==> src/rtl/sid_filter_mixer_if.sv <==
// Sample-path bundle between the filter, the mixer and the DAC/PWM stage.
// The filter side drives the inputs (master); the mixer consumes them (slave).
interface sid_filter_mixer_if;
    logic              sample_valid;
    logic signed [7:0] filt_hp;
    logic signed [7:0] filt_bp;
    logic signed [7:0] filt_lp;
    logic signed [7:0] bypass_in;
    logic        [2:0] mode;
    logic        [3:0] volume;
    logic signed [7:0] audio_out;
    logic              out_valid;
    logic              busy;
    logic              overrun;

    modport master (
        output sample_valid, filt_hp, filt_bp, filt_lp, bypass_in, mode, volume,
        input  audio_out, out_valid, busy, overrun
    );

    modport slave (
        input  sample_valid, filt_hp, filt_bp, filt_lp, bypass_in, mode, volume,
        output audio_out, out_valid, busy, overrun
    );
endinterface

==> src/rtl/sid_filter_mixer.sv <==
// SID output mixer: mode-selected filter taps plus bypass, scaled by volume/16
// through a 4-step shift-add multiplier, then saturated to 8-bit signed.
//
//   state  | meaning
//   IDLE   | waiting for sample_valid; captures inputs on strobe
//   SUM    | adds enabled filter taps and bypass, clears accumulator
//   MUL    | one shift-add per volume bit, MSB first (4 cycles)
//   OUT    | floors acc/16, saturates, pulses out_valid
module sid_filter_mixer (
    input  logic                 clk,
    input  logic                 rst_n,
    sid_filter_mixer_if.slave    bus
);

    typedef enum logic [1:0] {
        S_IDLE = 2'd0,
        S_SUM  = 2'd1,
        S_MUL  = 2'd2,
        S_OUT  = 2'd3
    } state_t;

    state_t             r_state;
    state_t             w_next_state;

    logic signed [7:0]  r_hp;
    logic signed [7:0]  r_bp;
    logic signed [7:0]  r_lp;
    logic signed [7:0]  r_byp;
    logic        [2:0]  r_mode;
    logic        [3:0]  r_vol;
    logic signed [9:0]  r_sum;
    logic signed [13:0] r_acc;
    logic        [1:0]  r_cnt;
    logic signed [7:0]  r_audio;
    logic               r_out_valid;
    logic               r_overrun;

    logic               w_capture;
    logic               w_drop;
    logic               w_sum_ld;
    logic               w_mul_step;
    logic               w_out_ld;
    logic               w_busy;

    logic signed [9:0]  w_hp_term;
    logic signed [9:0]  w_bp_term;
    logic signed [9:0]  w_lp_term;
    logic signed [9:0]  w_sum;
    logic signed [13:0] w_addend;
    logic signed [13:0] w_acc_next;
    logic signed [13:0] w_shr;
    logic signed [7:0]  w_sat;

    always_ff @(posedge clk or negedge rst_n) begin
        if (!rst_n) r_state <= S_IDLE;
        else        r_state <= w_next_state;
    end

    always_comb begin
        w_next_state = r_state;
        case (r_state)
            S_IDLE: if (bus.sample_valid) w_next_state = S_SUM;
            S_SUM:  w_next_state = S_MUL;
            S_MUL:  if (r_cnt == 2'd0) w_next_state = S_OUT;
            S_OUT:  w_next_state = S_IDLE;
            default: w_next_state = S_IDLE;
        endcase
    end

    always_comb begin
        w_busy     = (r_state != S_IDLE);
        w_capture  = (r_state == S_IDLE) && bus.sample_valid;
        w_drop     = (r_state != S_IDLE) && bus.sample_valid;
        w_sum_ld   = (r_state == S_SUM);
        w_mul_step = (r_state == S_MUL);
        w_out_ld   = (r_state == S_OUT);
    end

    // 10-bit sum of four 8-bit signed terms cannot overflow (-512..508).
    always_comb begin
        w_hp_term = r_mode[2] ? {{2{r_hp[7]}}, r_hp} : 10'sd0;
        w_bp_term = r_mode[1] ? {{2{r_bp[7]}}, r_bp} : 10'sd0;
        w_lp_term = r_mode[0] ? {{2{r_lp[7]}}, r_lp} : 10'sd0;
        w_sum     = w_hp_term + w_bp_term + w_lp_term + {{2{r_byp[7]}}, r_byp};
    end

    always_comb begin
        w_addend   = r_vol[r_cnt] ? {{4{r_sum[9]}}, r_sum} : 14'sd0;
        w_acc_next = (r_acc <<< 1) + w_addend;
    end

    always_comb begin
        w_shr = r_acc >>> 4;
        if (w_shr > 14'sd127)
            w_sat = 8'sd127;
        else if (w_shr < -14'sd128)
            w_sat = -8'sd128;
        else
            w_sat = w_shr[7:0];
    end

    always_ff @(posedge clk or negedge rst_n) begin
        if (!rst_n) begin
            r_hp   <= '0;
            r_bp   <= '0;
            r_lp   <= '0;
            r_byp  <= '0;
            r_mode <= '0;
            r_vol  <= '0;
        end else if (w_capture) begin
            r_hp   <= bus.filt_hp;
            r_bp   <= bus.filt_bp;
            r_lp   <= bus.filt_lp;
            r_byp  <= bus.bypass_in;
            r_mode <= bus.mode;
            r_vol  <= bus.volume;
        end
    end

    always_ff @(posedge clk or negedge rst_n) begin
        if (!rst_n) begin
            r_sum <= '0;
            r_acc <= '0;
            r_cnt <= '0;
        end else if (w_sum_ld) begin
            r_sum <= w_sum;
            r_acc <= '0;
            r_cnt <= 2'd3;
        end else if (w_mul_step) begin
            r_acc <= w_acc_next;
            r_cnt <= r_cnt - 2'd1;
        end
    end

    always_ff @(posedge clk or negedge rst_n) begin
        if (!rst_n) begin
            r_audio     <= '0;
            r_out_valid <= 1'b0;
            r_overrun   <= 1'b0;
        end else begin
            r_out_valid <= w_out_ld;
            r_overrun   <= w_drop;
            if (w_out_ld) r_audio <= w_sat;
        end
    end

    assign bus.audio_out = r_audio;
    assign bus.out_valid = r_out_valid;
    assign bus.busy      = w_busy;
    assign bus.overrun   = r_overrun;

endmodule

==> src/flat_wrapper.sv <==
// flat-port wrapper written by rule: the top's interface ports become plain ports
module sid_filter_mixer_flat 
  (clk, rst_n, bus_sample_valid, bus_filt_hp, bus_filt_bp, bus_filt_lp, bus_bypass_in, bus_mode, bus_volume, bus_audio_out, bus_out_valid, bus_busy, bus_overrun);
  sid_filter_mixer_if bus_i ();
  input  logic clk;
  input  logic rst_n;
  input wire logic [$bits(bus_i.sample_valid)-1:0] bus_sample_valid;
  input wire logic [$bits(bus_i.filt_hp)-1:0] bus_filt_hp;
  input wire logic [$bits(bus_i.filt_bp)-1:0] bus_filt_bp;
  input wire logic [$bits(bus_i.filt_lp)-1:0] bus_filt_lp;
  input wire logic [$bits(bus_i.bypass_in)-1:0] bus_bypass_in;
  input wire logic [$bits(bus_i.mode)-1:0] bus_mode;
  input wire logic [$bits(bus_i.volume)-1:0] bus_volume;
  output wire logic [$bits(bus_i.audio_out)-1:0] bus_audio_out;
  output wire logic [$bits(bus_i.out_valid)-1:0] bus_out_valid;
  output wire logic [$bits(bus_i.busy)-1:0] bus_busy;
  output wire logic [$bits(bus_i.overrun)-1:0] bus_overrun;
  assign bus_i.sample_valid = bus_sample_valid;
  assign bus_i.filt_hp = bus_filt_hp;
  assign bus_i.filt_bp = bus_filt_bp;
  assign bus_i.filt_lp = bus_filt_lp;
  assign bus_i.bypass_in = bus_bypass_in;
  assign bus_i.mode = bus_mode;
  assign bus_i.volume = bus_volume;
  assign bus_audio_out = bus_i.audio_out;
  assign bus_out_valid = bus_i.out_valid;
  assign bus_busy = bus_i.busy;
  assign bus_overrun = bus_i.overrun;
  sid_filter_mixer u_core (.clk(clk), .rst_n(rst_n), .bus(bus_i));
endmodule
==> config.mk <==
export PLATFORM = sky130hd
export DESIGN_NAME = sid_filter_mixer_flat
export DESIGN_NICKNAME = d
export VERILOG_FILES = /design/src/rtl/sid_filter_mixer_if.sv /design/src/rtl/sid_filter_mixer.sv /design/src/flat_wrapper.sv
export SDC_FILE = /design/constraint.sdc
export NUM_CORES = 1
export LEC_CHECK = 0
export BUFFER_PORTS_ARGS = -buffer_cell sky130_fd_sc_hd__clkbuf_2
export CAP_MARGIN = 30
export CORE_MARGIN = 1.5
export CORE_UTILIZATION = 60
export DETAILED_ROUTE_END_ITERATION = 10
export MAX_ROUTING_LAYER = met4
export PLACE_DENSITY_LB_ADDON = 0.25
export SLEW_MARGIN = 5
export SYNTH_ARGS = -nofsm -noshare
export SYNTH_HDL_FRONTEND = slang
export SYNTH_SLANG_ARGS = --single-unit
export TNS_END_PERCENT = 10
==> constraint.sdc <==
create_clock -name clk -period 6.7 [get_ports clk]
set_clock_uncertainty 0.1 [all_clocks]
set_input_delay 0.335 -clock clk [delete_from_list [all_inputs] [get_ports clk]]
set_output_delay 0.335 -clock clk [all_outputs]
set_load 0.02 [all_outputs]
# [Yosys cells after proc, flatten, opt, wreduce, memory -nomap -nowiden]
# Cells that the tools add are included.
[classes] add_sub_neg=5 magnitude_cmp=3 n_eq_ne=5 mux=15 reduce_logical=7
[ops] operator="two-way mux 14 bit" count=3
[ops] operator="adder 10 bit" count=3
[ops] operator="two-way mux 10 bit" count=3
[ops] operator="two-way mux 8 bit" count=2
[ops] operator="adder 14 bit" count=1
[ops] operator="greater-than comparator 10 x 8 -> 1 bit (second input constant)" count=1
[ops] operator="< comparator 10 x 8 -> 1 bit (second input constant)" count=1
[ops] operator="two-way mux 2 bit" count=4
[ops] operator="case mux 2 bit (4 select lines)" count=1
[ops] operator="equality test 2 bit (second input constant)" count=2
[ops] operator="zero test 2 bit" count=2
[ops] operator="!= test 2 bit (second input constant)" count=2
[ops] operator="nonzero test 2 bit" count=2
[ops] operator="< comparator 2 x 3 -> 1 bit (second input constant)" count=1
[ops] operator="binary-select mux 1 bit (select 2 bit)" count=1
[ops] operator="equality test 2 x 1 -> 1 bit (second input constant)" count=1
[ops] operator="logical AND 1 bit" count=2
[ops] operator="AND reduction 2 bit" count=1
[ops] operator="subtractor 2 x 1 -> 2 bit (second input constant)" count=1
[ops] operator="two-way mux 1 bit" count=1
[totals] reg_bits=77 inputBits=42 output_inout_bits=11 elab_cells=48

# [Longest topological paths before layout]
[depth] word_depth=6 depth_mapped=12 depth_no_buf=12

# [Worst setup path after synthesis]
# No wires, ideal clock.
[synth_timing] kind="flip-flop to flip-flop" startpoint="register u_core.r_mode[0]" endpoint="register u_core.r_sum[6]" setup_time_ns=0.120 t_arrival_ns=3.035 t_required_ns=6.480 slack_ns=3.445 path_stages_with_launch=12 path_buffers=0 period_less_slack_ns=3.255 cell_sequence="dfrtp_1 > and2_1 > fa_1 > inv_1 > fa_1 > inv_1 > ha_1 > a21oi_1 > o21ai_0 > o21a_1 > or3_1 > a31o_2"
[synth_via] elab_chain_len=3
[synth_rtl] element="from (decl)" line="sid_filter_mixer.sv:29" rtl="logic [2:0] r_mode;"
[synth_rtl] element="from (signal assigned)" line="sid_filter_mixer.sv:115" rtl="r_mode <= bus.mode;"
[synth_rtl] element="two-way mux 10 bit" line="sid_filter_mixer.sv:83" rtl="w_lp_term = r_mode[0] ? {{2{r_lp[7]}}, r_lp} : 10'sd0;"
[synth_rtl] element="adder 10 bit (2 in series)" line="sid_filter_mixer.sv:84" rtl="w_sum = w_hp_term + w_bp_term + w_lp_term + {{2{r_byp[7]}}, r_byp};"
[synth_rtl] element="to (signal assigned)" line="sid_filter_mixer.sv:126" rtl="r_sum <= w_sum;"
[synth_rtl] element="to (decl)" line="sid_filter_mixer.sv:31" rtl="logic signed [9:0] r_sum;"
# No other way between the ends.
# A chain may end at the register's enable or synchronous reset.

# [Final worst setup path]
# Ends and elaborated chain as after synthesis.

==> results.py <==
metrics = {
    "floorplanning": {
        "die_h_um": 92.2,
        "rows": 32,
        "start_util": 0.617,
        "dieArea_um2": 8490,
        "io_pins": 53,
        "core_area_um2": 7730,
        "die_x_um": 92.2,
    },
    "drt": {
        "avgRoutedWirePerCell_um": 14.6,
        "drc": 0,
        "viasPerCell": 5.50,
        "vias": 3355,
        "firstDrtPassIters": 4,
        "drt_iter0_drc": 109,
        "ant_nets": 0,
        "wirelength_um": 8880,
    },
    "worst_hold_path": {
        "min_path_type": "primary input to register",
        "min_to": "u_core.r_byp[4]",
        "hold_path_depth": 2,
        "min_from": "bus_bypass_in[4]",
    },
    "worst_setup_path": {
        "worstSetupPathType": "register to register",
        "worstReg2RegEnd": "u_core.r_sum[6]",
        "arrival_ns": 3.66,
        "cp.required_ns": 6.85,
        "startpoint_type": "register",
        "cp-end-kind": "register",
        "ff2ff_setup_slack_ns": 3.19,
        "worstPathMaxFanout": 9,
        "r2r_start": "u_core.r_mode[0]",
        "r2r.worst_path.cells": 11,
    },
    "synthesis": {
        "synthFlopType": "dfrtp_1",
        "yosysTopAreaCellShare": 0.404,
        "synth_nets": 540,
        "synth_seq_cells": 77,
        "mappedNetlistArea_um2": 4770,
        "ys_seq_area_frac": 0.404,
        "async_reset_ff_frac": 1.00,
        "synth-edff-count": 0,
        "yosys_warnings": 0,
        "synth_top_area_cell": "dfrtp_1",
        "yosysUniqueCellTypes": 55,
        "synth.area.top_cells": "dfrtp_1, mux2_2, fa_1, ha_1, inv_1",
        "postSynthCellCount": 454,
        "avgSynthCellArea_um2": 10.5,
    },
    "clock_tree": {
        "htree_num_levels": 3,
        "hold_buffers": 0,
        "clock_path_buffers": 2,
        "cts_tree": "yes",
        "post_cts_resized": 0,
        "clock_latency_ns": 0.36,
        "clkSinkCount": 77,
        "cts.reportedPaths.clkPinSlew_ns": 0.09,
        "numCtsBuffers": 9,
        "post-cts-setup-buffers": 0,
        "cts-root-buf": "clkbuf_8",
    },
    "sta": {
        "slew_headroom": 0.511,
        "rsz0062_at_grt": "no",
        "max_slew.worst_pin.slew_ns": 0.734,
        "setup_viol": 0,
        "fmax_mhz": 285,
        "layout_min_cycle_time_ns": 3.51,
        "maxSlewViolCount": 0,
        "hold_viol": 0,
        "tns_ns": 0,
        "period_share": 0.525,
    },
    "job": {
        "max_cap_violations": 0,
    },
    "finish": {
        "n_antenna_cell": 0,
        "n_fill_cell": 583,
        "synthToLayoutAreaGrowth_pct": 11.5,
        "fin_nets": 589,
        "layout-drive-gt1-share": 0.246,
    },
    "grt": {
        "grt_pass1_wl_um": 15400,
        "grt_pass1_vias": 3501,
        "grt_overflow": 0,
        "antenna_found_initial": 0,
        "grt.total_usage": 0.239,
        "grt_max_degree": 78,
    },
    "place": {
        "globalplace.congestion": 0.910,
        "port_buffers": 52,
        "hpwl_um": 6660,
    },
    "run_status": {
        "status": "finished clean",
    },
}
==> cell usage after synthesis (2+ instances only) <==
cell type	instances
a211oi_1	2
ha_1	26
nand2_1	41
a31oi_1	5
o31ai_1	7
nand4_1	3
a21o_1	7
o211ai_1	8
nand3_1	6
nor3_1	10
a21oi_1	11
o41ai_1	2
o32ai_1	2
o21a_1	7
clkinv_1	2
mux2_2	46
dfrtp_1	77
xnor2_1	7
o21ai_0	19
a2111oi_0	2
nor2_1	19
clkbuf_1	6
fa_1	18
buf_6	5
xor2_1	3
or3_1	3
inv_1	52
and2_1	22
nor2b_1	7
buf_2	4
==> registers in the layout, summed over array words and instances, names as in the netlist <==
name,flops
u_core.r_state,2
u_core.r_bp,8
u_core.bus.overrun,1
u_core.bus.audio_out,8
u_core.r_vol,4
u_core.r_acc,14
u_core.bus.out_valid,1
u_core.r_byp,8
u_core.r_sum,10
u_core.r_lp,8
u_core.r_mode,3
u_core.r_hp,8
u_core.r_cnt,2
==> final cells by class <==
class | instances | area, um2 | area share
sequential | 77 | 1930 | 0.362
inverter | 54 | 203 | 0.0381
clock buffer | 10 | 138 | 0.0259
clock inverter | 6 | 93.8 | 0.0176
timing repair buffer | 55 | 308 | 0.0579
multi-input combinational | 306 | 2520 | 0.474
tap | 102 | 128 | 0.0240
==> cells by family (layout without fill, tap and decap cells) <==
kind of cell             count (synthesis)  in the layout  synth area share
AO/OA/AOI/OAI                           88             88             0.131
flip-flops                              77             77             0.404
multiplexers                            48             48             0.115
adder cells (fa/ha/maj)                 44             44             0.144
AND/OR/NAND/NOR                        116            116             0.120
buffers and inverters                   71            125            0.0672
XOR/XNOR                                10             10            0.0184
==> critical path: stages, from the launching register on <==
cell and delay [ns]:
dfrtp_1 0.47, and2_1 0.19, fa_1 0.53, inv_1 0.06, fa_1 0.55, inv_1 0.06
ha_1 0.29, a21oi_1 0.24, o21ai_0 0.17, o21a_1 0.20, or3_1 0.31, a31o_2 0.25
==> metal layers <==
layer | GRT usage | share of wire
met1 | 0.264 | 0.43
met4 | 0.112 | 0.026
met5 | - | 0
met3 | 0.0456 | 0.037
met2 | 0.415 | 0.51
==> cells in the final DEF, fill, tap and decap left out, types with 8 or more instances in the layout <==
master    netlist  layout
dfrtp_1        77      77
inv_1          52      52
clkbuf_2        0      51
mux2_2         46      46
nand2_1        41      41
ha_1           26      26
and2_1         22      22
o21ai_0        19      19
nor2_1         19      19
fa_1           18      18
a21oi_1        11      11
nor3_1         10      10
clkbuf_8        0      10
o211ai_1        8       8
==> metrics by stage <==
stage	hold slack, ns	setup slack (ns)	area (um2)	util	instances
finish	0.0995	3.19	5320	0.688	610
global placement	0.373	3.32	5050	0.653	592
floorplan	-0.0606	3.45	4770	-	454
detailed placement	0.371	3.18	5050	0.653	592
CTS	0.0415	3.15	5280	0.683	608
global route	0.0815	2.97	5320	0.688	610
==> worst max-delay path by stage <==
stage | from | end | slack, ns | depth (start not counted)
after floorplan | u_core.r_mode[0] | u_core.r_sum[6] | 3.45 | 11
after global placement | u_core.r_mode[0] | u_core.r_sum[6] | 3.32 | 11
after detailed placement | u_core.r_mode[0] | u_core.r_sum[6] | 3.18 | 11
after CTS | u_core.r_mode[0] | u_core.r_sum[6] | 3.15 | 11
after global routing | u_core.r_mode[0] | u_core.r_sum[6] | 2.97 | 11
final | u_core.r_mode[0] | u_core.r_sum[6] | 3.19 | 11
Power is left out: the tool's default activity adds up to more than one toggle a clock period on the data nets, which glitch-free logic cannot reach.
